### src/rtl/hockey_pkg.sv
// hockey_pkg: shared FSM state, shot-direction and winner encodings for the hockey game.
package hockey_pkg;
  typedef enum logic [3:0] {
    IDLE, DISP, SERVE_A, SERVE_B, MOVE_AB, MOVE_BA, RESP_B, RESP_A, GOAL_A, GOAL_B, WIN
  } state_t;
  typedef enum logic [1:0] {DIR_STR = 2'd0, DIR_UP = 2'd1, DIR_DN = 2'd2} dir_t;
  typedef enum logic [1:0] {WNR_NONE = 2'd0, WNR_A = 2'd1, WNR_B = 2'd2} winner_t;
  // Code 3 on the direction inputs is played as a straight shot.
  function automatic dir_t norm_dir(input logic [1:0] d);
    return (d == 2'd3) ? DIR_STR : dir_t'(d);
  endfunction
endpackage

### src/rtl/hockey_puck.sv
// hockey_puck: puck position and direction registers with wall-bounce stepping.
module hockey_puck
  import hockey_pkg::*;
#(
  parameter int YH = 5
) (
  input  logic       clk,
  input  logic       rst,
  input  logic       load,
  input  logic [2:0] load_x,
  input  logic [2:0] load_y,
  input  dir_t       load_dir,
  input  logic       hit,
  input  logic [2:0] hit_x,
  input  dir_t       hit_dir,
  input  logic       step,
  input  logic       fwd,
  output logic [2:0] x,
  output logic [2:0] y
);
  dir_t dir, nd;
  logic top, bot;
  logic [2:0] ny;
  assign top = y == 3'(YH - 1);
  assign bot = y == 3'd0;
  // At a wall the row holds and only the direction reverses for the next step.
  assign ny = (dir == DIR_UP && !top) ? y + 3'd1 : (dir == DIR_DN && !bot) ? y - 3'd1 : y;
  assign nd = (dir == DIR_UP && top) ? DIR_DN : (dir == DIR_DN && bot) ? DIR_UP : dir;
  always_ff @(posedge clk or posedge rst) begin
    if (rst) begin
      x <= '0;
      y <= '0;
      dir <= DIR_STR;
    end else if (load) begin
      x <= load_x;
      y <= load_y;
      dir <= load_dir;
    end else if (hit) begin
      x <= hit_x;
      dir <= hit_dir;
    end else if (step) begin
      x <= fwd ? x + 3'd1 : x - 3'd1;
      y <= ny;
      dir <= nd;
    end
  end
endmodule

### src/rtl/hockey_core.sv
// hockey_core: two-player hockey game FSM with serve, rally, response window, scoring and win.
module hockey_core
  import hockey_pkg::*;
#(
  parameter int XW        = 5,
  parameter int YH        = 5,
  parameter int WIN_SCORE = 3,
  parameter int TICK_DIV  = 3,
  parameter int RESP_WIN  = 3,
  parameter int HOLD      = 4
) (
  input  logic       clk,
  input  logic       rst,
  input  logic       btn_a,
  input  logic       btn_b,
  input  logic [1:0] dir_a,
  input  logic [1:0] dir_b,
  input  logic [2:0] y_a,
  input  logic [2:0] y_b,
  output logic [2:0] x_coord,
  output logic [2:0] y_coord,
  output logic [3:0] score_a,
  output logic [3:0] score_b,
  output logic [3:0] state,
  output logic [1:0] winner
);
  state_t cur, nxt;
  logic [15:0] cnt;
  logic server, hit_seen, tick, hold_done, win_end, ok_a, ok_b, hit_a, hit_b, got;
  logic load, hit, step, fwd;
  logic [2:0] load_x, load_y, hit_x;
  dir_t load_dir, hit_dir, hit_dir_q;
  assign state     = cur;
  assign tick      = cnt == 16'(TICK_DIV - 1);
  assign hold_done = cnt == 16'(HOLD - 1);
  assign win_end   = cnt == 16'(RESP_WIN - 1);
  assign ok_a      = btn_a && ({1'b0, y_a} < 4'(YH));
  assign ok_b      = btn_b && ({1'b0, y_b} < 4'(YH));
  assign hit_a     = btn_a && y_a == y_coord;
  assign hit_b     = btn_b && y_b == y_coord;
  // A hit earlier in the window or on its final cycle both count as a return.
  assign got       = hit_seen || (cur == RESP_B ? hit_b : hit_a);
  always_ff @(posedge clk or posedge rst) begin
    if (rst) begin
      cur <= IDLE;
      cnt <= '0;
    end else begin
      cur <= nxt;
      cnt <= (nxt != cur || step) ? '0 : cnt + 16'd1;
    end
  end
  always_comb begin
    nxt = cur;
    unique case (cur)
      IDLE:    nxt = (btn_a ^ btn_b) ? DISP : IDLE;
      DISP:    nxt = hold_done ? (server ? SERVE_B : SERVE_A) : DISP;
      SERVE_A: nxt = ok_a ? MOVE_AB : SERVE_A;
      SERVE_B: nxt = ok_b ? MOVE_BA : SERVE_B;
      MOVE_AB: nxt = (tick && x_coord == 3'(XW - 2)) ? RESP_B : MOVE_AB;
      MOVE_BA: nxt = (tick && x_coord == 3'd1) ? RESP_A : MOVE_BA;
      RESP_B:  nxt = win_end ? (got ? MOVE_BA : GOAL_A) : RESP_B;
      RESP_A:  nxt = win_end ? (got ? MOVE_AB : GOAL_B) : RESP_A;
      GOAL_A:  nxt = hold_done ? (score_a == 4'(WIN_SCORE) ? WIN : SERVE_B) : GOAL_A;
      GOAL_B:  nxt = hold_done ? (score_b == 4'(WIN_SCORE) ? WIN : SERVE_A) : GOAL_B;
      WIN:     nxt = WIN;
      default: nxt = IDLE;
    endcase
  end
  always_comb begin
    load     = (cur == SERVE_A && ok_a) || (cur == SERVE_B && ok_b);
    load_x   = cur == SERVE_B ? 3'(XW - 1) : 3'd0;
    load_y   = cur == SERVE_B ? y_b : y_a;
    load_dir = norm_dir(cur == SERVE_B ? dir_b : dir_a);
    hit      = (cur == RESP_B || cur == RESP_A) && win_end && got;
    hit_x    = cur == RESP_B ? 3'(XW - 2) : 3'd1;
    hit_dir  = hit_seen ? hit_dir_q : norm_dir(cur == RESP_B ? dir_b : dir_a);
    step     = (cur == MOVE_AB || cur == MOVE_BA) && tick;
    fwd      = cur == MOVE_AB;
  end
  always_ff @(posedge clk or posedge rst) begin
    if (rst) begin
      server <= 1'b0;
      hit_seen <= 1'b0;
      hit_dir_q <= DIR_STR;
      score_a <= '0;
      score_b <= '0;
      winner <= WNR_NONE;
    end else begin
      if (cur == IDLE && nxt == DISP) server <= btn_b;
      hit_seen <= (nxt != cur) ? 1'b0 : hit_seen || (cur == RESP_B && hit_b) || (cur == RESP_A && hit_a);
      if (!hit_seen && ((cur == RESP_B && hit_b) || (cur == RESP_A && hit_a)))
        hit_dir_q <= norm_dir(cur == RESP_B ? dir_b : dir_a);
      if (cur == RESP_B && nxt == GOAL_A) score_a <= score_a + 4'd1;
      if (cur == RESP_A && nxt == GOAL_B) score_b <= score_b + 4'd1;
      if (nxt == WIN && cur != WIN) winner <= (cur == GOAL_A) ? WNR_A : WNR_B;
    end
  end
  hockey_puck #(.YH(YH)) u_puck (
    .clk(clk), .rst(rst),
    .load(load), .load_x(load_x), .load_y(load_y), .load_dir(load_dir),
    .hit(hit), .hit_x(hit_x), .hit_dir(hit_dir),
    .step(step), .fwd(fwd),
    .x(x_coord), .y(y_coord)
  );
endmodule

### config.mk
export PLATFORM = sky130hd
export DESIGN_NAME = hockey_core
export DESIGN_NICKNAME = d
export VERILOG_FILES = /design/src/rtl/hockey_pkg.sv /design/src/rtl/hockey_puck.sv /design/src/rtl/hockey_core.sv
export SDC_FILE = /design/constraint.sdc
export NUM_CORES = 1
export LEC_CHECK = 0
export ABC_AREA = 1
export CORE_ASPECT_RATIO = 0.75
export CORE_MARGIN = 2
export CORE_UTILIZATION = 25
export DETAILED_ROUTE_END_ITERATION = 8
export GPL_ROUTABILITY_DRIVEN = 0
export HOLD_SLACK_MARGIN = 0.12
export PLACE_DENSITY_LB_ADDON = 0.2
export SYNTH_ARGS = -nofsm -noshare
export SYNTH_HDL_FRONTEND = slang
export SYNTH_SLANG_ARGS = --single-unit
### constraint.sdc
create_clock -name clk -period 2.52 [get_ports clk]
set_clock_uncertainty 0.05 [all_clocks]
set_input_delay 0.252 -clock clk [delete_from_list [all_inputs] [get_ports clk]]
set_output_delay 0.252 -clock clk [all_outputs]
set_load 0.01 [all_outputs]
==> results.toml <==
[status]
status = "completed"

[clock_network]
cts.sinks = 42
cts_tree = "yes"
htreeDepth = 2
cts.clk_slew.worst_paths_ns = 0.06
cts.root.buffer_cell = "sky130_fd_sc_hd__clkbuf_16"
cts.hold.buffers_added = 0
max-clock-path-buffers = 2
clock_latency_ns = 0.29
number_of_buffers_added_by_the_clock_tree_synthesis_step = 5

[global_routing]
largest_net_degree_at_the_start_of_global_routing = 43
grt_pass1_wl_um = 11870
groute.usage.overall_pct = 12.38
grt_pass1_vias = 2327
antenna_found_initial = 0
gr-total-overflow = 0

[sta]
rsz0062_at_grt = "false"
timing.final.max_slew_violations = 0
worst_slew_margin_rel_pct = 62.29
timing.final.setup_violations = 0
hold_slack_ns = 0.3538
timing.final.hold_violations = 0
setup_tns_ns = 0
timing.final.crit_share_pct = 87.71
final_critical_path_setup_slack_ns = 0.3098
period_needed_ns = 2.210
max_slew.worst_pin.slew_ns = 0.5657
fmax_mhz = 452.4

[finish]
final_cell_count_no_fill = 564
insertedDiodeCount = 0
layout.cells.most_common = "sky130_fd_sc_hd__nand2_1"
postLayoutCoreUtil_pct = 32.19
synthToLayoutAreaGrowth_pct = 24.49
layout.cells.most_common_list = "sky130_fd_sc_hd__nand2_1 (106), sky130_fd_sc_hd__nor2_1 (47), sky130_fd_sc_hd__inv_1 (46)"
drive_gt1_share_pct = 9.670
nFillCells = 1157
finish.net_count = 446

[route]
routed_wirelength_um = 6951
remaining_drc_errors = 0
first_iter_violations = 173
detail-route-antenna-nets = 0
drt-pass1-iter-count = 5
post_drt_wl_per_cell_um = 12.32
via_count = 2433
detail_route.vias_per_cell = 4.314

[yosys]
mappedNetlistNets = 403
synth_seq_area_share_pct = 37.00
largest_family_of_logic_cells_by_synthesized_area = "simple AND/OR/NAND/NOR gates"
synth-adder-area-share_pct = 4.229
syn_avg_cell_area_um2 = 7.474
synth_compound_gate_area_share_pct = 6.211
synth-simple-area-share_pct = 36.61
yosys.area_share.xor_xnor_pct = 7.401
synth_edf_count = 0
synth.ff_latch_count = 42
synth_ff_type = "sky130_fd_sc_hd__dfrtp_1"
synthDistinctLibCells = 31
syn-instance-count = 380
ys.warnings.count = 0
synth_mux_area_share_pct = 1.189
async_reset_ff_share_pct = 100.0
synthesized_cell_area_um2 = 2840

[power]
power_per_cell_area_nw_per_um2 = 862.1
max-vdd-ir-drop_mv = 0.3731
total_leakage_power_uw = 0.001680

[setup_path]
required_ns = 2.64
crit_path_frequent_cell = "sky130_fd_sc_hd__nand3_1"
crit_path_end_kind = "flip-flop"
r2r_setup_slack_ns = 0.31
cp_max_fo = 3
count_of_buffer_and_inverter_cells_on_the_critical_path = 0
critPathMaxStageDelay_ns = 0.38
worstPathCellList = "ha_1, nand3_1, nor3b_1, nand3_1, nor4_1, nand3_1, xor2_1, nor2_4"
critPathKind = "reg2reg"
startpoint_type = "flip-flop"
critical_path_arrival_ns = 2.33
path_delay_family = "simple AND/OR/NAND/NOR gates"
timing.critical_path.slowest_stage_cell = "sky130_fd_sc_hd__dfrtp_1"

[die]
placementRows = 33
core_um2 = 10980
die_x_um = 127.1
die_area_um2 = 12240
floorplan.io_pins = 34
floorplan.initialDensity_pct = 25.86
die_h_um = 96.31

[placement]
place.port_buffers = 33
place.detailed.instances = 556
placement.setup.worst_slack_ns = 0.1653
dp.final_hpwl_um = 5364

[run]
max_cap_violations = 0

[worst_hold_path]
min-delay-path-class = "in2async"
==> power by group <==
group	switching [uW]	internal, uW	total (uW)	leakage, uW
combinational	776	551	1330	0.00105
sequential	176	807	983	0.000552
clock	270	469	739	0.0000781
total	1220	1830	3050	0.00168
==> through the flow <==
stage | power, uW | cell area (um2)
global route | 3301 | 3536
detailed placement | 2324 | 3371
global placement | 2315 | 3371
CTS | 3088 | 3533
floorplan | 1901 | 2840
finish | 3048 | 3536
==> registers in the layout (all words and copies together) (netlist names) <==
name	cells
hit_dir_q	2
state	4
u_puck.x	3
hit_seen	1
score_b	4
server	1
score_a	4
cnt	16
u_puck.y	3
winner	2
u_puck.dir	2
==> cells in the mapped netlist, types with 2 or more instances <==
| master | instances | area [um2] |
|---|---|---|
| sky130_fd_sc_hd__xor2_1 | 14 | 122.6 |
| sky130_fd_sc_hd__nor2_1 | 48 | 180.2 |
| sky130_fd_sc_hd__nor2_4 | 13 | 146.4 |
| sky130_fd_sc_hd__inv_1 | 47 | 176.4 |
| sky130_fd_sc_hd__mux2_2 | 3 | 33.78 |
| sky130_fd_sc_hd__dfrtp_1 | 42 | 1051 |
| sky130_fd_sc_hd__nand3_2 | 3 | 30.03 |
| sky130_fd_sc_hd__a21oi_1 | 8 | 40.04 |
| sky130_fd_sc_hd__nand4_1 | 5 | 31.28 |
| sky130_fd_sc_hd__o211ai_1 | 3 | 22.52 |
| sky130_fd_sc_hd__inv_2 | 2 | 7.510 |
| sky130_fd_sc_hd__and3_1 | 2 | 12.51 |
| sky130_fd_sc_hd__nand2_1 | 106 | 397.9 |
| sky130_fd_sc_hd__nand2_2 | 4 | 25.02 |
| sky130_fd_sc_hd__xnor2_1 | 10 | 87.58 |
| sky130_fd_sc_hd__ha_1 | 8 | 100.1 |
| sky130_fd_sc_hd__a31oi_1 | 2 | 12.51 |
| sky130_fd_sc_hd__nor3_1 | 8 | 40.04 |
| sky130_fd_sc_hd__nand3_1 | 24 | 120.1 |
| sky130_fd_sc_hd__o21ai_0 | 17 | 85.08 |
==> path summary, 6_finish.rpt <==
kind,start,to,cells after the start
min,rst,score_a[3],3
min in group clk,cnt[0],cnt[0],1
max in group asynchronous,rst,winner[0],3
max reg2reg,cnt[1],cnt[14],8
max,cnt[1],cnt[14],8
min reg2reg,cnt[0],cnt[0],1
==> area by class of cell <==
type,count,area (um2),area share (%)
tap,140,175.2,4.954
clock inverter,1,30.03,0.8493
multi-input combinational,287,1583,44.76
timing repair buffer,38,380.4,10.76
sequential,42,1051,29.72
clock buffer,7,132.6,3.751
inverter,49,183.9,5.202
==> cell families after synthesis <==
| group | Yosys count |
|---|---|
| AOI/OAI and AO/OA | 32 |
| xor gates and xnor gates | 24 |
| adders and majority gates | 9 |
| buffers and inverters | 51 |
| DFF | 42 |
| muxes | 3 |
| and+or+nand+nor | 219 |
==> metal layers <==
| layer | share of wire, % | global-route usage, % | vias to the layer above | wire length [um] |
|---|---|---|---|---|
| met1 | 55 | 19.42 | 1091 | 3848 |
| met3 | 4.6 | 2.446 | 6 | 317 |
| met5 | 0 | 0 | - | 0 |
| li1 | - | - | 1284 | - |
| met4 | 1.2 | 3.297 | 0 | 80 |
| met2 | 39 | 16.89 | 52 | 2704 |
==> tightest hold or removal path, stage by stage <==
cell                              delay, ns
sky130_fd_sc_hd__clkdlybuf4s50_1       0.40
sky130_fd_sc_hd__clkinv_1              0.04
sky130_fd_sc_hd__buf_4                 0.46
==> what timing repair did <==
item | 4_1_cts | 5_1_grt
gates resized for setup | 0 | 1
endpoints found under the setup margin | 0 | 5
setup buffers | 0 | 0
Note: power is estimated with default switching activity, not from simulation.
